`src/rtl/id_ex_stage_if.sv`:
```
// ID/EX stage bus: ID-side operands and controls in, EX-side registered fields out.
// The driver side (ID/Control) uses modport master. The stage itself uses modport slave.
interface id_ex_stage_if #(
  parameter int DATA_W = 32,
  parameter int REG_AW = 5,
  parameter int CTRL_W = 8
);
  logic [CTRL_W-1:0] ctrl_i;
  logic [DATA_W-1:0] rs_data_i;
  logic [DATA_W-1:0] rt_data_i;
  logic [DATA_W-1:0] imm_i;
  logic [REG_AW-1:0] rs_addr_i;
  logic [REG_AW-1:0] rt_addr_i;
  logic [REG_AW-1:0] rd_addr_i;
  logic              flush_i;
  logic              hold_i;
  logic              stall_o;
  logic [CTRL_W-1:0] ex_ctrl_o;
  logic [DATA_W-1:0] ex_rs_data_o;
  logic [DATA_W-1:0] ex_rt_data_o;
  logic [DATA_W-1:0] ex_imm_o;
  logic [REG_AW-1:0] ex_rs_addr_o;
  logic [REG_AW-1:0] ex_rt_addr_o;
  logic [REG_AW-1:0] ex_dst_addr_o;
  logic              ex_valid_o;

  modport master (
    output ctrl_i, rs_data_i, rt_data_i, imm_i, rs_addr_i, rt_addr_i, rd_addr_i, flush_i, hold_i,
    input  stall_o, ex_ctrl_o, ex_rs_data_o, ex_rt_data_o, ex_imm_o, ex_rs_addr_o, ex_rt_addr_o,
           ex_dst_addr_o, ex_valid_o
  );

  modport slave (
    input  ctrl_i, rs_data_i, rt_data_i, imm_i, rs_addr_i, rt_addr_i, rd_addr_i, flush_i, hold_i,
    output stall_o, ex_ctrl_o, ex_rs_data_o, ex_rt_data_o, ex_imm_o, ex_rs_addr_o, ex_rt_addr_o,
           ex_dst_addr_o, ex_valid_o
  );
endinterface

```
`src/rtl/id_ex_stage.sv`:
```
// ID/EX pipeline register with load-use hazard detection for the 5-stage MIPS core.
// On a load-use hazard or an IF/ID flush, a one-cycle bubble is inserted by zeroing the control bundle.
// Optional macro ID_EX_HAZ_STATS_EN adds saturating 16-bit stall and flush event counters.
// Control bit map: [0]ALUSrc [2:1]ALUOp [3]RegDst [4]MemRead [5]MemWrite [6]RegWrite [7]MemtoReg
module id_ex_stage #(
  parameter int DATA_W = 32,
  parameter int REG_AW = 5,
  parameter int CTRL_W = 8
) (
  input  logic        clk_i,
  input  logic        rst_i,
`ifdef ID_EX_HAZ_STATS_EN
  output logic [15:0] stall_cnt_o,
  output logic [15:0] flush_cnt_o,
`endif
  id_ex_stage_if.slave bus
);

  localparam int MEMREAD_BIT = 4;
  localparam int REGDST_BIT  = 3;

  logic [CTRL_W-1:0] r_ctrl;
  logic [DATA_W-1:0] r_rs_data;
  logic [DATA_W-1:0] r_rt_data;
  logic [DATA_W-1:0] r_imm;
  logic [REG_AW-1:0] r_rs_addr;
  logic [REG_AW-1:0] r_rt_addr;
  logic [REG_AW-1:0] r_dst_addr;
  logic              r_valid;

  logic              w_haz;
  logic              w_bubble;
  logic [REG_AW-1:0] w_dst_next;

  // A load currently in EX whose nonzero destination feeds either ID source operand.
  // The ID opcode is deliberately ignored, so J-type instructions can stall spuriously.
  always_comb begin
    w_haz = r_ctrl[MEMREAD_BIT] & (r_dst_addr != '0) &
            ((r_dst_addr == bus.rs_addr_i) | (r_dst_addr == bus.rt_addr_i));
    w_bubble   = bus.flush_i | w_haz;
    w_dst_next = bus.ctrl_i[REGDST_BIT] ? bus.rd_addr_i : bus.rt_addr_i;
  end

  // A flush kills the ID instruction, so stalling for it would be pointless.
  assign bus.stall_o = w_haz & ~bus.flush_i;

  // Pipeline register. Priority is reset, then hold, then bubble, then a normal load.
  // Data fields load even on a bubble so that they stay deterministic.
  always_ff @(posedge clk_i) begin
    if (rst_i) begin
      r_ctrl     <= '0;
      r_rs_data  <= '0;
      r_rt_data  <= '0;
      r_imm      <= '0;
      r_rs_addr  <= '0;
      r_rt_addr  <= '0;
      r_dst_addr <= '0;
      r_valid    <= 1'b0;
    end else if (!bus.hold_i) begin
      r_rs_data  <= bus.rs_data_i;
      r_rt_data  <= bus.rt_data_i;
      r_imm      <= bus.imm_i;
      r_rs_addr  <= bus.rs_addr_i;
      r_rt_addr  <= bus.rt_addr_i;
      r_dst_addr <= w_dst_next;
      r_ctrl     <= w_bubble ? '0 : bus.ctrl_i;
      r_valid    <= ~w_bubble;
    end
  end

  assign bus.ex_ctrl_o     = r_ctrl;
  assign bus.ex_rs_data_o  = r_rs_data;
  assign bus.ex_rt_data_o  = r_rt_data;
  assign bus.ex_imm_o      = r_imm;
  assign bus.ex_rs_addr_o  = r_rs_addr;
  assign bus.ex_rt_addr_o  = r_rt_addr;
  assign bus.ex_dst_addr_o = r_dst_addr;
  assign bus.ex_valid_o    = r_valid;

`ifdef ID_EX_HAZ_STATS_EN
  logic [15:0] r_stall_cnt;
  logic [15:0] r_flush_cnt;

  // Saturating event counters. Frozen cycles are not counted.
  always_ff @(posedge clk_i) begin
    if (rst_i) begin
      r_stall_cnt <= '0;
      r_flush_cnt <= '0;
    end else begin
      if (w_haz && !bus.flush_i && !bus.hold_i && r_stall_cnt != 16'hFFFF)
        r_stall_cnt <= r_stall_cnt + 16'd1;
      if (bus.flush_i && !bus.hold_i && r_flush_cnt != 16'hFFFF)
        r_flush_cnt <= r_flush_cnt + 16'd1;
    end
  end

  assign stall_cnt_o = r_stall_cnt;
  assign flush_cnt_o = r_flush_cnt;
`endif

endmodule
```
`src/flat_wrapper.sv`:
```
// flat-port wrapper written by rule: the top's interface ports become plain ports
module id_ex_stage_flat 
#(
  parameter int DATA_W = 32,
  parameter int REG_AW = 5,
  parameter int CTRL_W = 8
)
  (clk_i, rst_i, bus_ctrl_i, bus_rs_data_i, bus_rt_data_i, bus_imm_i, bus_rs_addr_i, bus_rt_addr_i, bus_rd_addr_i, bus_flush_i, bus_hold_i, bus_stall_o, bus_ex_ctrl_o, bus_ex_rs_data_o, bus_ex_rt_data_o, bus_ex_imm_o, bus_ex_rs_addr_o, bus_ex_rt_addr_o, bus_ex_dst_addr_o, bus_ex_valid_o);
  id_ex_stage_if #(.DATA_W(DATA_W), .REG_AW(REG_AW), .CTRL_W(CTRL_W)) bus_i ();
  input  logic clk_i;
  input  logic rst_i;
  input wire logic [$bits(bus_i.ctrl_i)-1:0] bus_ctrl_i;
  input wire logic [$bits(bus_i.rs_data_i)-1:0] bus_rs_data_i;
  input wire logic [$bits(bus_i.rt_data_i)-1:0] bus_rt_data_i;
  input wire logic [$bits(bus_i.imm_i)-1:0] bus_imm_i;
  input wire logic [$bits(bus_i.rs_addr_i)-1:0] bus_rs_addr_i;
  input wire logic [$bits(bus_i.rt_addr_i)-1:0] bus_rt_addr_i;
  input wire logic [$bits(bus_i.rd_addr_i)-1:0] bus_rd_addr_i;
  input wire logic [$bits(bus_i.flush_i)-1:0] bus_flush_i;
  input wire logic [$bits(bus_i.hold_i)-1:0] bus_hold_i;
  output wire logic [$bits(bus_i.stall_o)-1:0] bus_stall_o;
  output wire logic [$bits(bus_i.ex_ctrl_o)-1:0] bus_ex_ctrl_o;
  output wire logic [$bits(bus_i.ex_rs_data_o)-1:0] bus_ex_rs_data_o;
  output wire logic [$bits(bus_i.ex_rt_data_o)-1:0] bus_ex_rt_data_o;
  output wire logic [$bits(bus_i.ex_imm_o)-1:0] bus_ex_imm_o;
  output wire logic [$bits(bus_i.ex_rs_addr_o)-1:0] bus_ex_rs_addr_o;
  output wire logic [$bits(bus_i.ex_rt_addr_o)-1:0] bus_ex_rt_addr_o;
  output wire logic [$bits(bus_i.ex_dst_addr_o)-1:0] bus_ex_dst_addr_o;
  output wire logic [$bits(bus_i.ex_valid_o)-1:0] bus_ex_valid_o;
  assign bus_i.ctrl_i = bus_ctrl_i;
  assign bus_i.rs_data_i = bus_rs_data_i;
  assign bus_i.rt_data_i = bus_rt_data_i;
  assign bus_i.imm_i = bus_imm_i;
  assign bus_i.rs_addr_i = bus_rs_addr_i;
  assign bus_i.rt_addr_i = bus_rt_addr_i;
  assign bus_i.rd_addr_i = bus_rd_addr_i;
  assign bus_i.flush_i = bus_flush_i;
  assign bus_i.hold_i = bus_hold_i;
  assign bus_stall_o = bus_i.stall_o;
  assign bus_ex_ctrl_o = bus_i.ex_ctrl_o;
  assign bus_ex_rs_data_o = bus_i.ex_rs_data_o;
  assign bus_ex_rt_data_o = bus_i.ex_rt_data_o;
  assign bus_ex_imm_o = bus_i.ex_imm_o;
  assign bus_ex_rs_addr_o = bus_i.ex_rs_addr_o;
  assign bus_ex_rt_addr_o = bus_i.ex_rt_addr_o;
  assign bus_ex_dst_addr_o = bus_i.ex_dst_addr_o;
  assign bus_ex_valid_o = bus_i.ex_valid_o;
  id_ex_stage #(.DATA_W(DATA_W), .REG_AW(REG_AW), .CTRL_W(CTRL_W)) u_core (.clk_i(clk_i), .rst_i(rst_i), .bus(bus_i));
endmodule
```
`config.mk`:
```
export PLATFORM = sky130hd
export DESIGN_NAME = id_ex_stage_flat
export DESIGN_NICKNAME = d
export VERILOG_FILES = /design/src/rtl/id_ex_stage_if.sv /design/src/rtl/id_ex_stage.sv /design/src/flat_wrapper.sv
export SDC_FILE = /design/constraint.sdc
export NUM_CORES = 1
export LEC_CHECK = 0
export ABC_AREA = 1
export CORE_ASPECT_RATIO = 0.8
export CORE_UTILIZATION = 38
export CTS_BUF_LIST = sky130_fd_sc_hd__clkbuf_4 sky130_fd_sc_hd__clkbuf_8 sky130_fd_sc_hd__clkbuf_16
export CTS_CLUSTER_DIAMETER = 80
export DETAILED_ROUTE_END_ITERATION = 12
export HOLD_SLACK_MARGIN = 0.03
export PLACE_DENSITY = 0.79
export SYNTH_ARGS = -nofsm -noshare
export SYNTH_HDL_FRONTEND = slang
export SYNTH_SLANG_ARGS = --single-unit
```
`constraint.sdc`:
```
create_clock -name clk_i -period 1.2 [get_ports clk_i]
set_input_delay 0.24 -clock clk_i [delete_from_list [all_inputs] [get_ports clk_i]]
set_output_delay 0.24 -clock clk_i [all_outputs]
set_load 0.03 [all_outputs]
```
# Word level (Yosys, flattened, before mapping)
# Cells that the tools add are included.
totals:
  ff_bits: 120
  inputBits: 123
classes:
  n_bitwise: 7
  n_mux: 2
  eq_ne: 2
  reduce_logical: 1
ops:
  columns: ["operator", "count"]
  rows:
  - ["equality test 5 bit", 2]
  - ["two-way mux 8 bit", 1]
  - ["two-way mux 5 bit", 1]
  - ["nonzero test 5 bit", 1]
  - ["bitwise AND 1 bit", 3]
  - ["inverter 1 bit", 2]
  - ["bitwise OR 1 bit", 2]

# Depth between registers and ports, before layout
# Gate-level depths: netlist of run 1.
depth:
  ltp_word: 5
  depth_mapped: 9
  ltp_nobuf: 9

# Worst setup path after synthesis of run 1
# OpenSTA, ideal clock, no wires.
synth_timing:
  path_kind: "register -> output"
  startpoint: "register u_core.r_dst_addr[0] (netlist: u_core.bus.ex_dst_addr_o[0])"
  endpoint: "output bus_stall_o"
  required_time_ns: 0.960
  stages_incl_launch_ff: 9
  path_buffers: 0
  setup_slack_ns: -0.533
  arrival_time_ns: 1.493
  cell_sequence: "dfxtp_1 > inv_1 > nand2_1 > nand2_1 > nor2_1 > nand3_1 > nand2_2 > nand2_4 > nor2_1"
synth_via:
  elab_chain_len: 4
  elab_cells_between_ends: 7
synth_lines:
  columns: ["item", "line_no", "rtl"]
  rows:
  - ["start: declaration", "id_ex_stage.sv:28", "logic [REG_AW-1:0] r_dst_addr;"]
  - ["start signal: assignment", "id_ex_stage.sv:65", "r_dst_addr <= w_dst_next;"]
  - ["equality test 5 bit / nonzero test 5 bit (equally long branches)", "id_ex_stage.sv:39, id_ex_stage.sv:38", null]
  - ["bitwise OR 1 bit / bitwise AND 1 bit (equally long branches)", "id_ex_stage.sv:39, id_ex_stage.sv:38", null]
  - ["bitwise AND 1 bit (*)", "id_ex_stage.sv:38", "w_haz = r_ctrl[MEMREAD_BIT] & (r_dst_addr != '0) &"]
  - ["bitwise AND 1 bit (*)", "id_ex_stage.sv:45", "assign bus.stall_o = w_haz & ~bus.flush_i;"]
  - ["end: declaration", "flat_wrapper.sv:21", "output wire logic [$bits(bus_i.stall_o)-1:0] bus_stall_o;"]
# Mark *: on every way between the ends. The rest lies on a longest branch, timed or not.

# Worst setup path in the final report of run 1
layout_timing:
  startpoint: "register u_core.r_dst_addr[3] (netlist: u_core.bus.ex_dst_addr_o[3])"
  endpoint: "output bus_stall_o"
# Same word-level chain as after synthesis.

==> results of run 1 <==
cells by family after synthesis:
family,count (synthesis)
AO/OA/AOI/OAI,130
XOR/XNOR,2
buffers and inverters,60
flip-flops,120
AND/OR/NAND/NOR,263
final cells by class:
type                       instances  area, um2  share of cell area, %
clock buffer                      21      485.5                  6.275
clock inverter                    11      191.4                  2.475
inverter                          21      87.58                  1.132
multi-input combinational        395       1814                  23.45
sequential                       120       2425                  31.34
tap                              144      180.2                  2.329
timing repair buffer             268       2552                  32.99
power by group through the flow:
stage	combinational, mW	clock, mW	sequential (mW)
final	1.93	5.65	4.37
after global routing	2.07	5.97	4.39
after CTS	1.92	5.77	4.36
after detailed placement	1.89	0	4.44
after global placement	1.86	0	4.42
after floorplan	0.483	0	4.85
sequential cells by signal, summed over array words and instances (netlist names):
| signal | count |
|---|---|
| u_core.bus.ex_valid_o | 1 |
| u_core.bus.ex_rs_addr_o | 5 |
| u_core.bus.ex_rt_data_o | 32 |
| u_core.bus.ex_ctrl_o | 8 |
| u_core.bus.ex_imm_o | 32 |
| u_core.bus.ex_rs_data_o | 32 |
| u_core.bus.ex_rt_addr_o | 5 |
| u_core.bus.ex_dst_addr_o | 5 |
final timing paths:
path         depth (start not counted)  slack, ns                          to
max                                  9      -0.54                 bus_stall_o
max reg2reg                         13      -0.42     u_core.bus.ex_ctrl_o[6]
min                                  3       0.16  u_core.bus.ex_rs_data_o[5]
min reg2reg                          2       0.46  u_core.bus.ex_rs_data_o[4]
per-layer routing:
layer / vias to the layer above / GRT usage [%] / wire length, um / part of all wire [%]
met1: 2107 / 24.74 / 5230 / 38
met5: - / 0 / 0 / 0
met2: 208 / 39.55 / 7021 / 51
met4: 0 / 8.912 / 211 / 1.5
li1: 2335 / - / - / -
met3: 18 / 8.353 / 1235 / 9.0
synth_stat cells (4+ instances only):
library cell | count | area (um2)
nand3_1 | 8 | 40.04
inv_2 | 4 | 15.01
clkbuf_1 | 17 | 63.81
a211oi_1 | 9 | 67.56
dfxtp_1 | 120 | 2402
buf_2 | 14 | 70.07
o21ai_0 | 11 | 55.05
nor2_1 | 18 | 67.56
buf_4 | 6 | 45.04
nand2_1 | 231 | 867.1
a21oi_1 | 110 | 550.5
inv_1 | 17 | 63.81
placed cells by master, fill, tap and decap left out, types with 3 or more instances in the layout:
cell type          n
dfxtp_1          112
nor2_1            16
nand2_2            3
buf_4            120
a211oi_1           9
a21oi_2            9
dfxtp_4            5
clkinvlp_4         3
nand3_2            7
clkbuf_16         18
clkdlybuf4s50_1  120
buf_6             12
dfxtp_2            3
buf_12            15
bufinv_16          5
a21oi_1          101
inv_1             16
nand2_1          229
o21ai_0           10
inv_4              3
clkinv_2           3
worst reg2reg max path, delay by kind of cell, from the launching register on:
kind / cells / cell delay [ns]
buf+inv: 5 / 0.53
simple gates: 7 / 0.53
flops: 1 / 0.38
compound gates: 1 / 0.06
stage by stage:
step	setup slack, ns	setup TNS [ns]
global placement	-0.5050	-5.280
CTS	-0.5300	-3.712
detailed placement	-0.5158	-5.739
global route	-0.6467	-5.036
floorplan	-0.1425	-0.1425
finish	-0.5357	-4.161
timing repair:
| action | CTS | global route |
|---|---|---|
| resized for setup | 28 | 17 |
| hold buffers | 0 | 0 |
| setup buffers | 3 | 0 |
| gates cloned | 1 | 0 |
| pin swaps | 13 | 4 |
| endpoints found under the setup margin | 13 | 19 |
==> impl_results.md, run 1 <==
* DR DRC count at 0
* Outcome: finished with violations
* Register area share after synthesis at 54.72%
* GRT Overall Usage at 22.66%
* Non-filler cells, final at between 900 and 1,000
* Final WL at between 10,000 and 15,000 um
* Die H at 98.14 um
* FMAX at between 500 and 600 MHz
* CP arrival at roughly 1.5 ns
* Min Tclk post-route at around 1.7 ns
* RR Startpoint: u_core.bus.ex_dst_addr_o[3]
* Die area at between 10,000 and 15,000 um2
* PwrDens at around 1500 nW/um2
* Routed len/inst at approximately 14 um
* Hold slack at ~0.16 ns
* Share of cells above drive strength 1 at a little over a quarter
* Area fraction in compound gates after synthesis at between 15 and 20%
* CP cell instances: inv_4 > nand2_1 > nand2_1 > nor2_2 > nand3_2 > nand2_2 > nand2_4 > nor2_4 > buf_6
* Critical path's slowest cell: dfxtp_4
* CP most frequent cell: nand2_1
* Post-Synth Adder-Cell Area at 0%
* Post-route cell area at between 7000 and 8000 um2
* Clock sinks at 120
* Count of state elements after synthesis at 120
* Async SR Flop Fraction at 0%
* DR iter-0 viols at 178
* Sequential share of power at approximately 37%
* Synth Area in Simple Gates at a little under a quarter
* Vias per cell at 4.763
* DP Cell Count at 944
* Clock tree buffer depth at 2
* Pleak at between 3 and 4 nW
* Syn_area_per_cell at between 7 and 8 um2
* Pwr Total at between 10 and 15 mW
* Switch Pwr at approximately 2.9 mW
* ANT cells at 0
* P&R area growth vs syn at 76.20%
* Starting Density at between 30% and 40%
* Crit path from: u_core.bus.ex_dst_addr_o[3]
* Required time of the critical path at 0.96 ns
* Clock latency on the worst-skew pair at 0.39 ns
* Library cells used by synthesis at 20
* Startpoint Class: flip-flop
* Worst path max stage delay at 0.38 ns
* Max VDD drop at roughly 0.0012 V
* GPL Wtd Cong at ~0.85
* Max-Slew Margin vs Limit at between 50% and 60%
* Final hold vios at 0
* Primary FF master, synth: dfxtp_1
* DP HPWL at 9602 um
* First-pass GRT wire length at 21,450 um
* CTS Buf Count at 17
* Initial antenna violation count at 0
* Final setup fails at 10
* Area share of xor/xnor cells in the synthesized design at less than 1%
* Critical path class: reg -> out
* Yosys Warn Count at 0
* Crit end category: output pin
* Post-route ant nets at 0
* Root Buffer: clkbuf_16
* Tcrit/Tclk final at 144.6%
* Clock network power share at 47.3%
* Buf+Inv Stages, Crit Path at 2
* Port bufs at approximately 240
* Slew of the pin with the lowest slew margin at 0.6453 ns
* Final Skew at between 0.006 and 0.007 ns
* Net count, final at around 950
* CP Max Fanout at 4
* Comb power frac at between 15 and 20%
* Final core occ at between 60% and 70%
* First-pass DRT Iterations at 5
* Via Count at about 4,700
* Congestion Overflow GR at 0
* Area of placed instances at about 7000 um2
* Reg clk slew, reported paths at around 0.050 ns
* Net Sw Frac at between 20% and 30%
* Mux cell area share after synthesis at 0%
* Max-cap violations at 0
* Core footprint at approximately 11,000 um2
* Cell-internal power at approximately 9 mW
* Count of pins over their slew limit at 0
* H-tree levels at 4
* FP Rows at 34
* Worst setup margin at -0.5357 ns
* Synth Cell Area at roughly 4400 um2
* Die width at about 120 um
* Top delay family on crit path: simple AND/OR/NAND/NOR gates
* HP Start: bus_hold_i
* EDFF count, synth at 0
* Unrepaired setup endpoints after global routing: true
* Main combinational cell family by area after synthesis: simple AND/OR/NAND/NOR gates
* Fillers at between 800 and 900
* Largest net degree at the start of global routing at between 70 and 80
* Violated checks: setup timing
* Syn_nets at 698
* CTS tree: yes
* Vias in the first global route at ~4,600
* Hold Crit Class: in -> reg
* Total I/O pin count at 244
* Synth Instances at 575
Power figures use the tool's default switching activity.
==> run 2: changes to the inputs <==
--- a/config.mk
+++ b/config.mk
@@ -7,6 +7,7 @@
 export LEC_CHECK = 0
 export ABC_AREA = 1
 export CORE_ASPECT_RATIO = 0.8
+export CORE_MARGIN = 2
 export CORE_UTILIZATION = 38
 export CTS_BUF_LIST = sky130_fd_sc_hd__clkbuf_4 sky130_fd_sc_hd__clkbuf_8 sky130_fd_sc_hd__clkbuf_16
 export CTS_CLUSTER_DIAMETER = 80
==> run 2 against run 1 <==
The run still ends with setup timing left. First-iteration DRC count increased by 33%. Clock power decreased by 8.8%. Sequential share of layout area increased by 0.18 points. Cell area decreased by 0.57%.
==> impl_results.md, run 2 (synthesis results as in run 1) <==
* Root Buffer: clkbuf_16
* Reg clk slew, reported paths at 0.05 ns
* CTS Buf Count at 17
* Vias per cell at ~4.7
* Pleak at 3.363 nW
* Violated checks: setup timing
* Tcrit/Tclk final at 147.5%
* H-tree levels at 4
* GRT Overall Usage at a little over a fifth
* Most frequent cells in the layout: 228 x nand2_1, 124 x buf_4, 119 x clkdlybuf4s50_1
* CP Max Fanout at 3
* Max-cap violations at 0
* Startpoint Class: input pin
* Pwr Total at 11.43 mW
* Worst r2r path cells at 14
* Crit end category: output pin
* Clock sinks at 120
* RR Startpoint: u_core.bus.ex_dst_addr_o[0]
* Net count, final at 947
* CP cell instances: clkdlybuf4s50_1 > nand2_1 > inv_1 > nor2_1 > nor2_1 > nand3_2 > nand2_2 > nand2_4 > nor2_4 > buf_6
* Worst setup margin at -0.5696 ns
* Slew of the pin with the lowest slew margin at 0.3771 ns
* Worst path max stage delay at between 0.5 and 0.6 ns
* FMAX at 565.1 MHz
* Starting Density at 38.56%
* Final hold vios at 0
* Initial antenna violation count at 0
* Final setup fails at 10
* Most common cell after layout, fill and taps aside: nand2_1
* Largest net degree at the start of global routing at 66
* Core footprint at approximately 11,000 um2
* Hold path depth at 2
* Congestion Overflow GR at 0
* Final WL at around 14,000 um
* First-pass DRT Iterations at 5
* Outcome: finished with violations
* Critical path class: in -> out
* Unrepaired setup endpoints after global routing: true
* Max VDD drop at approximately 0.0012 V
* Reg2Reg Setup Slack at -0.52 ns
* Count of pins over their slew limit at 0
* Required time of the critical path at ~0.96 ns
* Vias in the first global route at approximately 4,600
* Routed len/inst at approximately 14 um
* P&R area growth vs syn at 75.21%
* Setup crit end: bus_stall_o
* Min Tclk post-route at around 1.8 ns
* DR iter-0 viols at between 200 and 250
* Clock latency on the worst-skew pair at ~0.40 ns
* First-pass GRT wire length at 21,400 um
* Crit path from: bus_rt_addr_i[0]
* Die width at 124.2 um
* Final Skew at around 0.0070 ns
* Clock tree buffer depth at 2
* Post-CTS Hold Buffers at 0
* Via Count at 4,665
* Die area at ~12,000 um2
* Reg2Reg Capture Point: u_core.bus.ex_ctrl_o[3]
* GPL Wtd Cong at 0.8789
* FP Rows at 35
* Total I/O pin count at between 200 and 250
* DP HPWL at about 10,000 um
* Hold slack at around 0.075 ns
* Port bufs at about 240
* CP most frequent cell: nor2_1
* CTS tree: yes
* Die H at about 100 um
* Post-route ant nets at 0
* Share of cells above drive strength 1 at 26.28%
* PwrDens at between 1000 and 1500 nW/um2
* CP arrival at roughly 1.5 ns
* Hold Crit Class: in -> reg
* ANT cells at 0
* Critical path's slowest cell: clkdlybuf4s50_1
* Max-Slew Margin vs Limit at between 70% and 80%
* DR DRC count at 0
-- run 2: worst max-delay path: cells and delay by family --
family | cells | cell delay [ns]
buffers and inverters | 3 | 0.71
and+or+nand+nor | 7 | 0.57
-- run 2: how the worst min path moves through the flow --
stage                                       end  slack (ns)                   startpoint
floorplan               u_core.bus.ex_imm_o[26]        0.38                bus_imm_i[26]
global placement    u_core.bus.ex_rt_data_o[28]        0.45  u_core.bus.ex_rt_data_o[28]
detailed placement      u_core.bus.ex_ctrl_o[6]        0.46      u_core.bus.ex_ctrl_o[6]
CTS                  u_core.bus.ex_rt_addr_o[3]        0.06                        rst_i
global route         u_core.bus.ex_rt_addr_o[3]        0.07                        rst_i
finish               u_core.bus.ex_rt_addr_o[3]        0.08                        rst_i
-- run 2: stage by stage --
stage | instance area [um2] | util, % | worst slack [ns] | std cells | TNS, ns
3_3_place_gp | 6877 | 60.40 | -0.5038 | 948 | -5.255
6_report | 7692 | 67.56 | -0.5696 | 985 | -5.227
4_1_cts | 7606 | 66.80 | -0.5456 | 984 | -3.844
2_1_floorplan | 4414 | - | -0.1425 | 575 | -0.1425
5_1_grt | 7692 | 67.56 | -0.6577 | 985 | -6.047
3_5_place_dp | 6877 | 60.40 | -0.5442 | 948 | -5.892
-- run 2: report_power, final --
group,total [mW],switching (mW),internal (mW)
combinational,1.93,1.02,0.911
sequential,4.36,0.147,4.21
clock,5.15,1.75,3.40
total,11.4,2.91,8.52
-- run 2: metal layers --
| metal | vias to the layer above | GRT usage (%) | part of all wire, % |
|---|---|---|---|
| met4 | 0 | 11.06 | 2.5 |
| met3 | 31 | 7.386 | 8.0 |
| met2 | 184 | 38.29 | 50 |
| met1 | 2107 | 23.67 | 39 |
| li1 | 2343 | - | - |
| met5 | - | 0 | 0 |
-- run 2: what timing repair did --
| action | CTS | global route |
|---|---|---|
| setup buffers | 3 | 1 |
| resized for setup | 24 | 20 |
| endpoints found under the setup margin | 14 | 17 |
| pin swaps | 7 | 9 |
| gates cloned | 1 | 0 |
-- run 2: layout make-up --
type	instances	area, um2
clock buffers	22	505.5
clock inverters	10	113.9
fillers	931	3694
inverters	21	82.58
multi-input cells	395	1829
flip-flops and latches	120	2425
well taps	148	185.2
repair buffers	269	2551
